<file path="src/rtl/alu_issue_pipe_if.sv">
// Handshake bundle between the command producer, alu_issue_pipe and the result consumer.
interface alu_issue_pipe_if #(
  parameter int unsigned WIDTH = 8,
  parameter int unsigned DEPTH = 4
);
  localparam int unsigned CW = $clog2(DEPTH) + 1;

  logic             in_valid;
  logic             in_ready;
  logic [1:0]       in_op;
  logic             in_acc;
  logic [WIDTH-1:0] in_a;
  logic [WIDTH-1:0] in_b;
  logic             out_valid;
  logic             out_ready;
  logic [WIDTH-1:0] out_result;
  logic             out_neg;
  logic             out_pos;
  logic             out_zero;
  logic [CW-1:0]    fifo_count;

  modport master (
    output in_valid, in_op, in_acc, in_a, in_b, out_ready,
    input  in_ready, out_valid, out_result, out_neg, out_pos, out_zero, fifo_count
  );

  modport slave (
    input  in_valid, in_op, in_acc, in_a, in_b, out_ready,
    output in_ready, out_valid, out_result, out_neg, out_pos, out_zero, fifo_count
  );
endinterface

</file>
<file path="src/rtl/alu_issue_pipe.sv">
// Command FIFO feeding a combinational ALU whose result/flags land in a valid/ready output register.
// Optional accumulator operand enabled by defining ALU_ISSUE_ACC_EN.
module alu_issue_pipe #(
  parameter int unsigned WIDTH = 8,
  parameter int unsigned DEPTH = 4
) (
  input logic              clk,
  input logic              rst_n,
  alu_issue_pipe_if.slave  bus
);
  localparam int unsigned AW = $clog2(DEPTH);
  localparam int unsigned CW = AW + 1;

  typedef struct packed {
    logic [1:0]       op;
`ifdef ALU_ISSUE_ACC_EN
    logic             acc;
`endif
    logic [WIDTH-1:0] a;
    logic [WIDTH-1:0] b;
  } entry_t;

  entry_t           mem [DEPTH];
  entry_t           wdata;
  entry_t           head;
  logic [AW-1:0]    wr_ptr;
  logic [AW-1:0]    rd_ptr;
  logic [CW-1:0]    count_q;
  logic             full;
  logic             empty;
  logic             push;
  logic             fire;

  logic [WIDTH-1:0] opa;
  logic [WIDTH-1:0] alu_res;
  logic             alu_zero;
  logic             alu_neg;
  logic             alu_pos;

  logic             valid_q;
  logic [WIDTH-1:0] result_q;
  logic             neg_q;
  logic             pos_q;
  logic             zero_q;

  assign full  = (count_q == CW'(DEPTH));
  assign empty = (count_q == '0);
  assign push  = bus.in_valid && !full;
  assign fire  = !empty && (!valid_q || bus.out_ready);
  assign head  = mem[rd_ptr];

  always_comb begin
    wdata    = '0;
    wdata.op = bus.in_op;
`ifdef ALU_ISSUE_ACC_EN
    wdata.acc = bus.in_acc;
`endif
    wdata.a  = bus.in_a;
    wdata.b  = bus.in_b;
  end

  // Entry storage carries no reset; occupancy alone defines validity.
  always_ff @(posedge clk) begin
    if (push) begin
      mem[wr_ptr] <= wdata;
    end
  end

  always_ff @(posedge clk) begin
    if (!rst_n) begin
      wr_ptr  <= '0;
      rd_ptr  <= '0;
      count_q <= '0;
    end else begin
      if (push) begin
        wr_ptr <= wr_ptr + AW'(1);
      end
      if (fire) begin
        rd_ptr <= rd_ptr + AW'(1);
      end
      case ({push, fire})
        2'b10:   count_q <= count_q + CW'(1);
        2'b01:   count_q <= count_q - CW'(1);
        default: count_q <= count_q;
      endcase
    end
  end

`ifdef ALU_ISSUE_ACC_EN
  logic [WIDTH-1:0] acc_q;

  // Accumulator follows every issued result so chained accumulate commands see the newest value.
  always_ff @(posedge clk) begin
    if (!rst_n) begin
      acc_q <= '0;
    end else if (fire) begin
      acc_q <= alu_res;
    end
  end

  assign opa = head.acc ? acc_q : head.a;
`else
  logic unused_in_acc;
  assign unused_in_acc = bus.in_acc;
  assign opa = head.a;
`endif

  always_comb begin
    alu_res = '0;
    case (head.op)
      2'b00:   alu_res = opa + head.b;
      2'b01:   alu_res = opa - head.b;
      2'b10:   alu_res = opa & head.b;
      default: alu_res = opa | head.b;
    endcase
  end

  assign alu_zero = (alu_res == '0);
  assign alu_neg  = alu_res[WIDTH-1] && !alu_zero;
  assign alu_pos  = !alu_neg && !alu_zero;

  // Output register: load on issue, otherwise clear valid once the consumer takes it.
  always_ff @(posedge clk) begin
    if (!rst_n) begin
      valid_q  <= 1'b0;
      result_q <= '0;
      neg_q    <= 1'b0;
      pos_q    <= 1'b0;
      zero_q   <= 1'b1;
    end else if (fire) begin
      valid_q  <= 1'b1;
      result_q <= alu_res;
      neg_q    <= alu_neg;
      pos_q    <= alu_pos;
      zero_q   <= alu_zero;
    end else if (valid_q && bus.out_ready) begin
      valid_q  <= 1'b0;
    end
  end

  assign bus.in_ready   = !full;
  assign bus.out_valid  = valid_q;
  assign bus.out_result = result_q;
  assign bus.out_neg    = neg_q;
  assign bus.out_pos    = pos_q;
  assign bus.out_zero   = zero_q;
  assign bus.fifo_count = count_q;
endmodule

</file>
<file path="src/flat_wrapper.sv">
// flat-port wrapper written by rule: the top's interface ports become plain ports
module alu_issue_pipe_flat 
#(
  parameter int unsigned WIDTH = 8,
  parameter int unsigned DEPTH = 4
)
  (clk, rst_n, bus_in_valid, bus_in_op, bus_in_acc, bus_in_a, bus_in_b, bus_out_ready, bus_in_ready, bus_out_valid, bus_out_result, bus_out_neg, bus_out_pos, bus_out_zero, bus_fifo_count);
  alu_issue_pipe_if #(.WIDTH(WIDTH), .DEPTH(DEPTH)) bus_i ();
  input logic clk;
  input logic rst_n;
  input wire logic [$bits(bus_i.in_valid)-1:0] bus_in_valid;
  input wire logic [$bits(bus_i.in_op)-1:0] bus_in_op;
  input wire logic [$bits(bus_i.in_acc)-1:0] bus_in_acc;
  input wire logic [$bits(bus_i.in_a)-1:0] bus_in_a;
  input wire logic [$bits(bus_i.in_b)-1:0] bus_in_b;
  input wire logic [$bits(bus_i.out_ready)-1:0] bus_out_ready;
  output wire logic [$bits(bus_i.in_ready)-1:0] bus_in_ready;
  output wire logic [$bits(bus_i.out_valid)-1:0] bus_out_valid;
  output wire logic [$bits(bus_i.out_result)-1:0] bus_out_result;
  output wire logic [$bits(bus_i.out_neg)-1:0] bus_out_neg;
  output wire logic [$bits(bus_i.out_pos)-1:0] bus_out_pos;
  output wire logic [$bits(bus_i.out_zero)-1:0] bus_out_zero;
  output wire logic [$bits(bus_i.fifo_count)-1:0] bus_fifo_count;
  assign bus_i.in_valid = bus_in_valid;
  assign bus_i.in_op = bus_in_op;
  assign bus_i.in_acc = bus_in_acc;
  assign bus_i.in_a = bus_in_a;
  assign bus_i.in_b = bus_in_b;
  assign bus_i.out_ready = bus_out_ready;
  assign bus_in_ready = bus_i.in_ready;
  assign bus_out_valid = bus_i.out_valid;
  assign bus_out_result = bus_i.out_result;
  assign bus_out_neg = bus_i.out_neg;
  assign bus_out_pos = bus_i.out_pos;
  assign bus_out_zero = bus_i.out_zero;
  assign bus_fifo_count = bus_i.fifo_count;
  alu_issue_pipe #(.WIDTH(WIDTH), .DEPTH(DEPTH)) u_core (.clk(clk), .rst_n(rst_n), .bus(bus_i));
endmodule
</file>
<file path="config.mk">
export PLATFORM = sky130hd
export DESIGN_NAME = alu_issue_pipe_flat
export DESIGN_NICKNAME = d
export VERILOG_FILES = /design/src/rtl/alu_issue_pipe_if.sv /design/src/rtl/alu_issue_pipe.sv /design/src/flat_wrapper.sv
export SDC_FILE = /design/constraint.sdc
export NUM_CORES = 1
export LEC_CHECK = 0
export ABC_AREA = 0
export CAP_MARGIN = 20
export CORE_MARGIN = 2
export CORE_UTILIZATION = 51
export CTS_CLUSTER_SIZE = 10
export DETAILED_ROUTE_END_ITERATION = 12
export PLACE_DENSITY = 0.84
export SLEW_MARGIN = 20
export SYNTH_ARGS = -nofsm -noshare
export SYNTH_HDL_FRONTEND = slang
export SYNTH_SLANG_ARGS = --single-unit
</file>
<file path="constraint.sdc">
create_clock -name clk -period 3.5 [get_ports clk]
set_clock_uncertainty 0.15 [all_clocks]
set_input_delay 0.7 -clock clk [delete_from_list [all_inputs] [get_ports clk]]
set_output_delay 0.7 -clock clk [all_outputs]
set_load 0.02 [all_outputs]
</file>
==> flow_metrics.tcl, run 1 <==
set metrics [dict create \
    status "finished, violations left" \
    violations "negative setup slack" \
    portBuffers 37 \
    critPathKind "reg -> reg" \
    start_util_pct 51.6 \
    ys_warn_count 0 \
    vias 2650 \
    synth_edf_count 72 \
    diodes 0 \
    wirelength_um 8290 \
    maxCapViolations 0 \
    routed_via_density 5.59 \
    fmax_mhz 280 \
    whs_ns 0.320 \
    cp.arrival_ns 3.68 \
    synthFlopType "edfxtp_1" \
    worst_slack_ns -0.0755 \
    drt_iter0_drc 194 \
    ant_nets 0 \
    track_usage_pct 18.6 \
    tightest_slew_ns 0.640 \
    synthCells 283 \
    clockRootBuffer "clkbuf_8" \
    die_x_um 94.5 \
    synthMuxAreaShare_pct 10.7 \
    core_um2 8090 \
    drcViolationCount 0 \
    hold_viol_final 0 \
    synth.avg_cell_area_um2 14.8 \
    syn_area_um2 4180 \
    rsz0062_at_grt "true" \
    wire_per_inst_um 17.5 \
    irDropWorstVdd_uv 539 \
    report.final.slew_viol_count 0 \
    setup_viol 3 \
    p_leak_nw 1.92 \
    nets 404 \
    ios 39 \
    clk_latency_ns 0.36 \
    instances_no_fill 474 \
    synth_top_family_by_area "multiplexers" \
    dr.pass1.iters 4 \
    cts.path.max_buffers 2 \
    path_max_fanout 7 \
    num_rows 33 \
    fin_crit_ns 3.58 \
    async_flop_share_pct 0 \
    cts_sinks 93 \
    required_ns 3.61 \
    die_h_um 94.5 \
    synth_simple_gate_area_share_pct 8.00 \
    relSlewSlack_pct 57.3 \
    synth_compound_area_share_pct 6.80 \
    drive_gt1_share_pct 29.3 \
    hold_buffers 0 \
    synth_fa_ha_area_share_pct 6.20 \
    dp_cells 444 \
    worstSetupStartpointType "flip-flop" \
    final_core_util_pct 65.7 \
    syn_nets 323 \
    cp-end-kind "flip-flop" \
    dieArea_um2 8930 \
    grt_max_degree 21 \
    path_clk_slew_ns 0.09 \
    grt.overflow.total 0 \
    hpwl_um 5100 \
    gp_congestion 0.850 \
    synth_seq_cells 93 \
    yosysSeqAreaShare_pct 61.8 \
    grt_pass1_vias 2522 \
    finalPower_w 0.00537 \
    cts_tree "yes" \
    cts_buffers 9 \
    fin_crit_sh_pct 102 \
    p_per_area_nw_per_um2 1010 \
    syn_to_final_growth_pct 27.4 \
    synth-xor-area-share_pct 3.45 \
    num-fill-cells 569 \
    hp-class "reg -> reg" \
    synth_cell_types 47 \
    cts-htree-levels 3 \
    antenna_found_initial 0 \
    grt_pass1_wl_um 12200 \
]
==> cells by family after synthesis <==
family | Yosys count
buffers and inverters | 25
AO/OA/AOI/OAI | 46
XOR/XNOR | 14
multiplexers | 20
flip-flops | 93
AND/OR/NAND/NOR | 65
adder cells (fa/ha/maj) | 20
==> worst max-delay path, cell delays in order, from the launching register on <==
cell	delay [ns]
dfxtp_2	0.35
buf_12	0.12
mux4_2	0.53
inv_2	0.10
ha_4	0.20
mux2_4	0.29
inv_2	0.05
ha_1	0.22
nor2b_4	0.15
o2111ai_4	0.22
a21oi_2	0.09
a211oi_2	0.22
xnor3_1	0.27
o21a_1	0.22
a221o_1	0.29
==> power breakdown <==
part | leakage, nW | internal, W | switching, W
registers | 0.834 | 0.00137 | 0.0000766
clock network | 0.104 | 0.000343 | 0.000401
logic | 0.986 | 0.00151 | 0.00167
==> cell type report <==
| cell class | count | area [um2] | share of cell area [%] |
|---|---|---|---|
| Multi-Input combinational cell | 165 | 1620 | 30.4 |
| Inverter | 15 | 56.3 | 1.06 |
| Timing Repair Buffer | 80 | 726 | 13.6 |
| Tap cell | 105 | 131 | 2.47 |
| Clock inverter | 7 | 82.6 | 1.55 |
| Clock buffer | 9 | 124 | 2.33 |
| Sequential cell | 93 | 2580 | 48.6 |
==> registers in the layout (all words and copies together) (netlist names), named ones only <==
register               cells
u_core.wr_ptr              2
u_core.bus.out_result      8
u_core.bus.out_neg         1
u_core.rd_ptr              2
u_core.bus.fifo_count      3
u_core.bus.out_valid       1
u_core.bus.out_zero        1
u_core.bus.out_pos         1
u_core.mem                72
==> final timing paths <==
kind | from | endpoint | slack, ns | depth (start not counted)
worst max-delay path | flip-flop | u_core.bus.out_zero | -0.08 | 14
worst min-delay path | u_core.bus.out_result[2] | u_core.bus.out_result[2] | 0.32 | 2
worst max register to register | flip-flop | u_core.bus.out_zero | -0.08 | 14
worst min register to register | u_core.bus.out_result[2] | u_core.bus.out_result[2] | 0.32 | 2
==> Yosys cell counts, types with 2 or more instances <==
master | count | area share (%)
and3_1 | 5 | 0.75
xnor2_1 | 8 | 1.7
inv_1 | 15 | 1.3
mux4_2 | 13 | 7.0
a211oi_1 | 5 | 0.90
ha_1 | 15 | 4.5
nor2_2 | 2 | 0.30
nand2b_1 | 2 | 0.30
dfxtp_1 | 21 | 10
nor2_1 | 22 | 2.0
edfxtp_1 | 72 | 52
nand3_1 | 5 | 0.60
xor2_1 | 4 | 0.84
maj3_1 | 2 | 0.48
a21oi_1 | 16 | 1.9
fa_1 | 2 | 0.96
clkbuf_1 | 5 | 0.45
mux4_1 | 5 | 3.1
buf_6 | 2 | 0.54
o21a_1 | 4 | 0.72
nor2b_1 | 2 | 0.30
o2111ai_1 | 2 | 0.42
o31ai_1 | 2 | 0.36
o21ai_0 | 10 | 1.2
nand2_1 | 16 | 1.4
buf_2 | 2 | 0.24
a21o_1 | 2 | 0.36
nor3_1 | 3 | 0.36
==> repair_timing <==
action                                  4_1_cts  5_1_grt
gates resized for setup                       7       32
pin swaps                                     1       15
buffers inserted                              2       12
endpoints found under the setup margin        4        4
hold endpoints to repair                      0        0
==> stage by stage <==
stage / setup TNS (ns) / setup WS [ns] / instance area (um2)
final: -0.160 / -0.0755 / 5320
after floorplan: 0 / 0.000799 / 4190
after global placement: -0.142 / -0.0777 / 4850
after global routing: -0.764 / -0.209 / 5320
after detailed placement: -0.358 / -0.158 / 4850
after CTS: -0.0418 / -0.0418 / 5100
==> metal layers <==
metal | vias to the layer above | wire, um | GRT usage (%)
met1 | 1312 | 3340 | 22.0
met4 | 0 | 187 | 8.70
met3 | 15 | 459 | 5.19
met2 | 99 | 4310 | 31.7
met5 | - | 0 | 0
li1 | 1224 | - | -
==> layout by cell type, fill, tap and decap left out, types with 2 or more instances in the layout <==
cell             netlist  layout
a211oi_1               5       4
a21o_1                 2       2
a21oi_1               16      13
a21oi_2                1       3
and3_1                 5       5
buf_12                 1       2
buf_4                  0      39
buf_6                  2       2
clkbuf_8               0       9
clkdlybuf4s50_1        0      37
dfxtp_1               21      20
edfxtp_1              72      72
ha_1                  15      12
ha_2                   0       2
inv_1                 15      12
inv_2                  0       3
inv_8                  0       2
maj3_1                 2       2
mux4_1                 5       3
mux4_2                13      15
nand2_1               16      15
nand3_1                5       5
nor2_1                22      22
nor2_2                 2       2
nor2b_4                1       2
nor3_1                 3       2
nor3_4                 0       2
o21a_1                 4       4
o21ai_0               10       9
xnor2_1                8       8
xor2_1                 4       3
Note: power is estimated with default switching activity, not from simulation.
==> run 2, diff against run 1 <==
MAX_ROUTING_LAYER = met4   (was default)
REMOVE_ABC_BUFFERS = 1   (was default)
==> flow_metrics.tcl, run 2 (synthesized netlist as in run 1, its figures left out) <==
set metrics [dict create \
    largest_reg_flops 72 \
    rsz0062_at_grt "true" \
    path_cells "buf_12 -> mux4_2 -> inv_2 -> ha_4 -> mux2_4 -> buf_4 -> fa_2 -> nand2b_4 -> a21oi_4 -> o22ai_4 -> xor2_2 -> o2111ai_2 -> nor4_4 -> a221o_1" \
    track_usage_pct 19.4 \
    wirelength_um 7940 \
    vias 2554 \
    maxCapViolations 0 \
    nets 405 \
    wire_per_inst_um 16.8 \
    path_max_fanout 7 \
    violations "negative setup slack" \
    fmax_mhz 277 \
    hpwl_um 5280 \
    cts.path.max_buffers 2 \
    ant_nets 0 \
    layout_common_cells "edfxtp_1, buf_4, clkdlybuf4s50_1, nor2_1, dfxtp_1" \
    ios 39 \
    cts_sinks 93 \
    clk_latency_ns 0.36 \
    cts-htree-levels 3 \
    dr.pass1.iters 4 \
    multi_input_area_um2 1600 \
    required_ns 3.60 \
    gp_congestion 0.876 \
    relSlewSlack_pct 62.9 \
    hp-class "reg -> reg" \
    hold_buffers 0 \
    syn_to_final_growth_pct 26.8 \
    die_h_um 94.5 \
    critPathKind "reg -> reg" \
    grt_max_degree 21 \
    grt_pass1_vias 2587 \
    antenna_found_initial 0 \
    num_rows 33 \
    p_leak_nw 1.91 \
    core_um2 8090 \
    cp.arrival_ns 3.71 \
    tightest_slew_ns 0.555 \
    regMostFlops "u_core.mem" \
    grt.overflow.total 0 \
    num-fill-cells 561 \
    worst_slack_ns -0.113 \
    drt_iter0_drc 104 \
    final_common_cell "edfxtp_1" \
    cts_buffers 9 \
    hold_viol_final 0 \
    crit_family "compound AO/OA/AOI/OAI gates" \
    cts_tree "yes" \
    drive_gt1_share_pct 28.5 \
    portBuffers 37 \
    finalPower_w 0.00536 \
    crit_buf_inv 3 \
    report.final.slew_viol_count 0 \
    worstSetupStartpointType "flip-flop" \
    fin_crit_ns 3.61 \
    setup_viol 2 \
    irDropWorstVdd_uv 380 \
    final.setup.tns_ns -0.154 \
    fin_crit_sh_pct 103 \
    max_stage_delay_ns 0.52 \
    cp-end-kind "flip-flop" \
    die_x_um 94.5 \
    regArea_um2 2580 \
    drcViolationCount 0 \
    slowest_stage "mux4_2" \
    clockRootBuffer "clkbuf_8" \
    status "finished, violations left" \
    start_util_pct 51.6 \
    grt_pass1_wl_um 12400 \
    path_clk_slew_ns 0.08 \
    diodes 0 \
    p_per_area_nw_per_um2 1010 \
    dieArea_um2 8930 \
    routed_via_density 5.39 \
]
## run 2: cell count changes in the layout (fill, tap and decap cells not counted), sizes merged
cell / delta
buf: +1
clkbuf: +1
clkinv: -1
inv: -1
## run 2: repair_timing
item | in CTS | in global routing
hold endpoints to repair | 0 | 0
setup endpoints to repair | 4 | 6
pin swaps | 11 | 10
gates resized for setup | 18 | 17
buffers inserted | 5 | 2
## run 2: worst paths after layout
kind	start	endpoint	slack [ns]	depth (start not counted)
worst min-delay path	u_core.bus.out_result[2]	u_core.bus.out_result[2]	0.31	2
worst max register to register	flip-flop	u_core.bus.out_zero	-0.11	14
worst max-delay path	flip-flop	u_core.bus.out_zero	-0.11	14
worst min register to register	u_core.bus.out_result[2]	u_core.bus.out_result[2]	0.31	2
## run 2: report_power, final
group	switching (W)	internal [W]
logic	0.00163	0.00159
registers	0.0000759	0.00137
clock network	0.000358	0.000330
total	0.00207	0.00330
## run 2: layer usage
layer  up-vias  track usage, %  share of wire (%)
met5         -               -                  0
met4         0            10.3                4.0
met3        24            4.71                5.0
met2        74            30.1                 48
met1      1236            23.6                 43
li1       1220               -                  -
## run 2: stage by stage
stage	instances	util, %	instance area [um2]	setup WS [ns]	hold slack, ns
after CTS	472	64.2	5200	-0.0441	0.318
after global placement	452	60.7	4910	-0.281	0.297
after floorplan	273	-	4110	-0.809	0.319
final	474	65.4	5300	-0.113	0.314
after detailed placement	452	60.7	4910	-0.386	0.308
after global routing	474	65.4	5300	-0.203	0.332
## run 2: area by class of cell
class / instances / share of cell area, %
clock buffer: 10 / 2.41
clock inverter: 5 / 1.13
inverter: 15 / 1.06
multi-input combinational: 165 / 30.3
sequential: 93 / 48.8
tap: 105 / 2.48
timing repair buffer: 81 / 13.8
## run 2: worst reg2reg max path, stage by stage (launching register included)
cell,delay (ns)
dfxtp_2,0.35
buf_12,0.13
mux4_2,0.52
inv_2,0.10
ha_4,0.20
mux2_4,0.28
buf_4,0.15
fa_2,0.35
nand2b_4,0.16
a21oi_4,0.18
o22ai_4,0.10
xor2_2,0.19
o2111ai_2,0.22
nor4_4,0.08
a221o_1,0.33
==> run 3, diff against run 2 <==
CORE_ASPECT_RATIO = 1.2   (was default)
GPL_TIMING_DRIVEN = 0   (was default)
==> flow_metrics.tcl, run 3 (synthesized netlist as in run 1, its figures left out) <==
set metrics [dict create \
    path_max_fanout 6 \
    violations "negative setup slack" \
    worst_slack_ns -0.101 \
    drcViolationCount 0 \
    rsz0062_at_grt "true" \
    wirelength_um 8290 \
    relSlewSlack_pct 37.8 \
    nets 390 \
    core_um2 8020 \
    diodes 0 \
    num-fill-cells 557 \
    whs_ns 0.313 \
    required_ns 3.61 \
    worstSetupStartpointType "flip-flop" \
    swShare_pct 40.5 \
    drt_iter0_drc 198 \
    multi_input_area_um2 1650 \
    ant_nets 0 \
    path_clk_slew_ns 0.09 \
    die_h_um 103 \
    clk_latency_ns 0.37 \
    track_usage_pct 19.2 \
    crit_family "compound AO/OA/AOI/OAI gates" \
    grt_pass1_vias 2524 \
    final_area_um2 5180 \
    final.setup.tns_ns -0.180 \
    path_cells "buf_4 -> mux4_2 -> nor2b_4 -> nor2_4 -> xnor2_2 -> ha_2 -> a21o_1 -> a21oi_4 -> a21oi_2 -> a211oi_2 -> xnor3_1 -> o21a_1 -> a221o_1" \
    crit_buf_inv 1 \
    cts.path.max_buffers 2 \
    die_x_um 86.6 \
    grt.overflow.total 0 \
    antenna_found_initial 0 \
    dp_slack_ns -0.943 \
    dieArea_um2 8930 \
    fmax_mhz 278 \
    cts_buffers 9 \
    p_sw_w 0.00214 \
    report.final.slew_viol_count 0 \
    p_per_area_nw_per_um2 1020 \
    regArea_um2 2590 \
    slowest_stage "mux4_2" \
    cp.arrival_ns 3.71 \
    irDropWorstVdd_uv 441 \
    maxCapViolations 0 \
    critPathKind "reg -> reg" \
    cp-end-kind "flip-flop" \
    dr.pass1.iters 4 \
    clockRootBuffer "clkbuf_8" \
    syn_to_final_growth_pct 24.1 \
    portBuffers 37 \
    internal_power_w 0.00314 \
    fin_crit_ns 3.60 \
    largest_reg_flops 72 \
    fin_crit_sh_pct 103 \
    layout_common_cells "edfxtp_1, clkdlybuf4s50_1, buf_4, nor2_1, dfxtp_1" \
    power_frac_clock_pct 12.2 \
    regMostFlops "u_core.mem" \
    status "finished, violations left" \
    tightest_slew_ns 0.933 \
    hold_viol_final 0 \
    p_comb_share_pct 59.7 \
    num_rows 36 \
    wire_per_inst_um 18.4 \
    dpl_cell_area_um2 4600 \
    p_leak_nw 1.84 \
    cts_sinks 93 \
    vias 2571 \
    gp_congestion 0.869 \
    start_util_pct 52.1 \
    p_seq_share_pct 28.1 \
    hold_buffers 0 \
    setup_viol 3 \
    hp-class "reg -> reg" \
    grt_max_degree 21 \
    routed_via_density 5.71 \
    ios 39 \
    max_stage_delay_ns 0.54 \
    hpwl_um 4680 \
    cts-htree-levels 3 \
    cts_tree "yes" \
    final_core_util_pct 64.6 \
    drive_gt1_share_pct 28.2 \
    grt_pass1_wl_um 12200 \
    final_common_cell "edfxtp_1" \
]
-- run 3: worst reg2reg max path, stage by stage (launching register included) --
cell	delay [ns]
dfxtp_4	0.43
buf_4	0.14
mux4_2	0.54
nor2b_4	0.18
nor2_4	0.17
xnor2_2	0.13
ha_2	0.33
a21o_1	0.23
a21oi_4	0.18
a21oi_2	0.08
a211oi_2	0.16
xnor3_1	0.27
o21a_1	0.20
a221o_1	0.31
-- run 3: final cells by class --
| type | count | area share [%] |
|---|---|---|
| multi-input cells | 165 | 31.8 |
| clock inverters | 7 | 0.990 |
| flip-flops and latches | 93 | 50.0 |
| clock buffers | 9 | 2.39 |
| well taps | 95 | 2.29 |
| inverters | 15 | 1.09 |
| repair buffers | 66 | 11.5 |
-- run 3: worst paths after layout --
path	start	slack [ns]	to	cells past startpoint
worst max-delay path	flip-flop	-0.10	u_core.bus.out_zero	13
worst min-delay path	u_core.bus.out_result[3]	0.31	u_core.bus.out_result[3]	2
worst max register to register	flip-flop	-0.10	u_core.bus.out_zero	13
worst min register to register	u_core.bus.out_result[3]	0.31	u_core.bus.out_result[3]	2
-- run 3: layer usage --
layer | vias to the layer above | wire length (um) | track usage, % | share of wire (%)
met5 | - | 0 | - | 0
li1 | 1197 | - | - | -
met3 | 23 | 299 | 3.76 | 3.6
met1 | 1280 | 3350 | 21.2 | 40
met4 | 0 | 294 | 11.5 | 3.5
met2 | 71 | 4340 | 32.3 | 52
-- run 3: power by group through the flow --
stage	registers (W)	clock network [W]	logic, W
floorplan	0.00157	0	0.00157
global placement	0.00152	0	0.00206
detailed placement	0.00153	0	0.00212
CTS	0.00149	0.000656	0.00258
global route	0.00151	0.000698	0.00340
finish	0.00149	0.000643	0.00315
-- run 3: repair_timing --
action | 4_1_cts | 5_1_grt
setup buffers | 16 | 13
endpoints found under the setup margin | 10 | 4
pin swaps | 13 | 16
resized for setup | 29 | 18
-- run 3: stage by stage --
step	power [W]	instances
floorplan	0.00314	273
global placement	0.00358	405
detailed placement	0.00366	405
CTS	0.00473	437
global route	0.00560	450
finish	0.00528	450
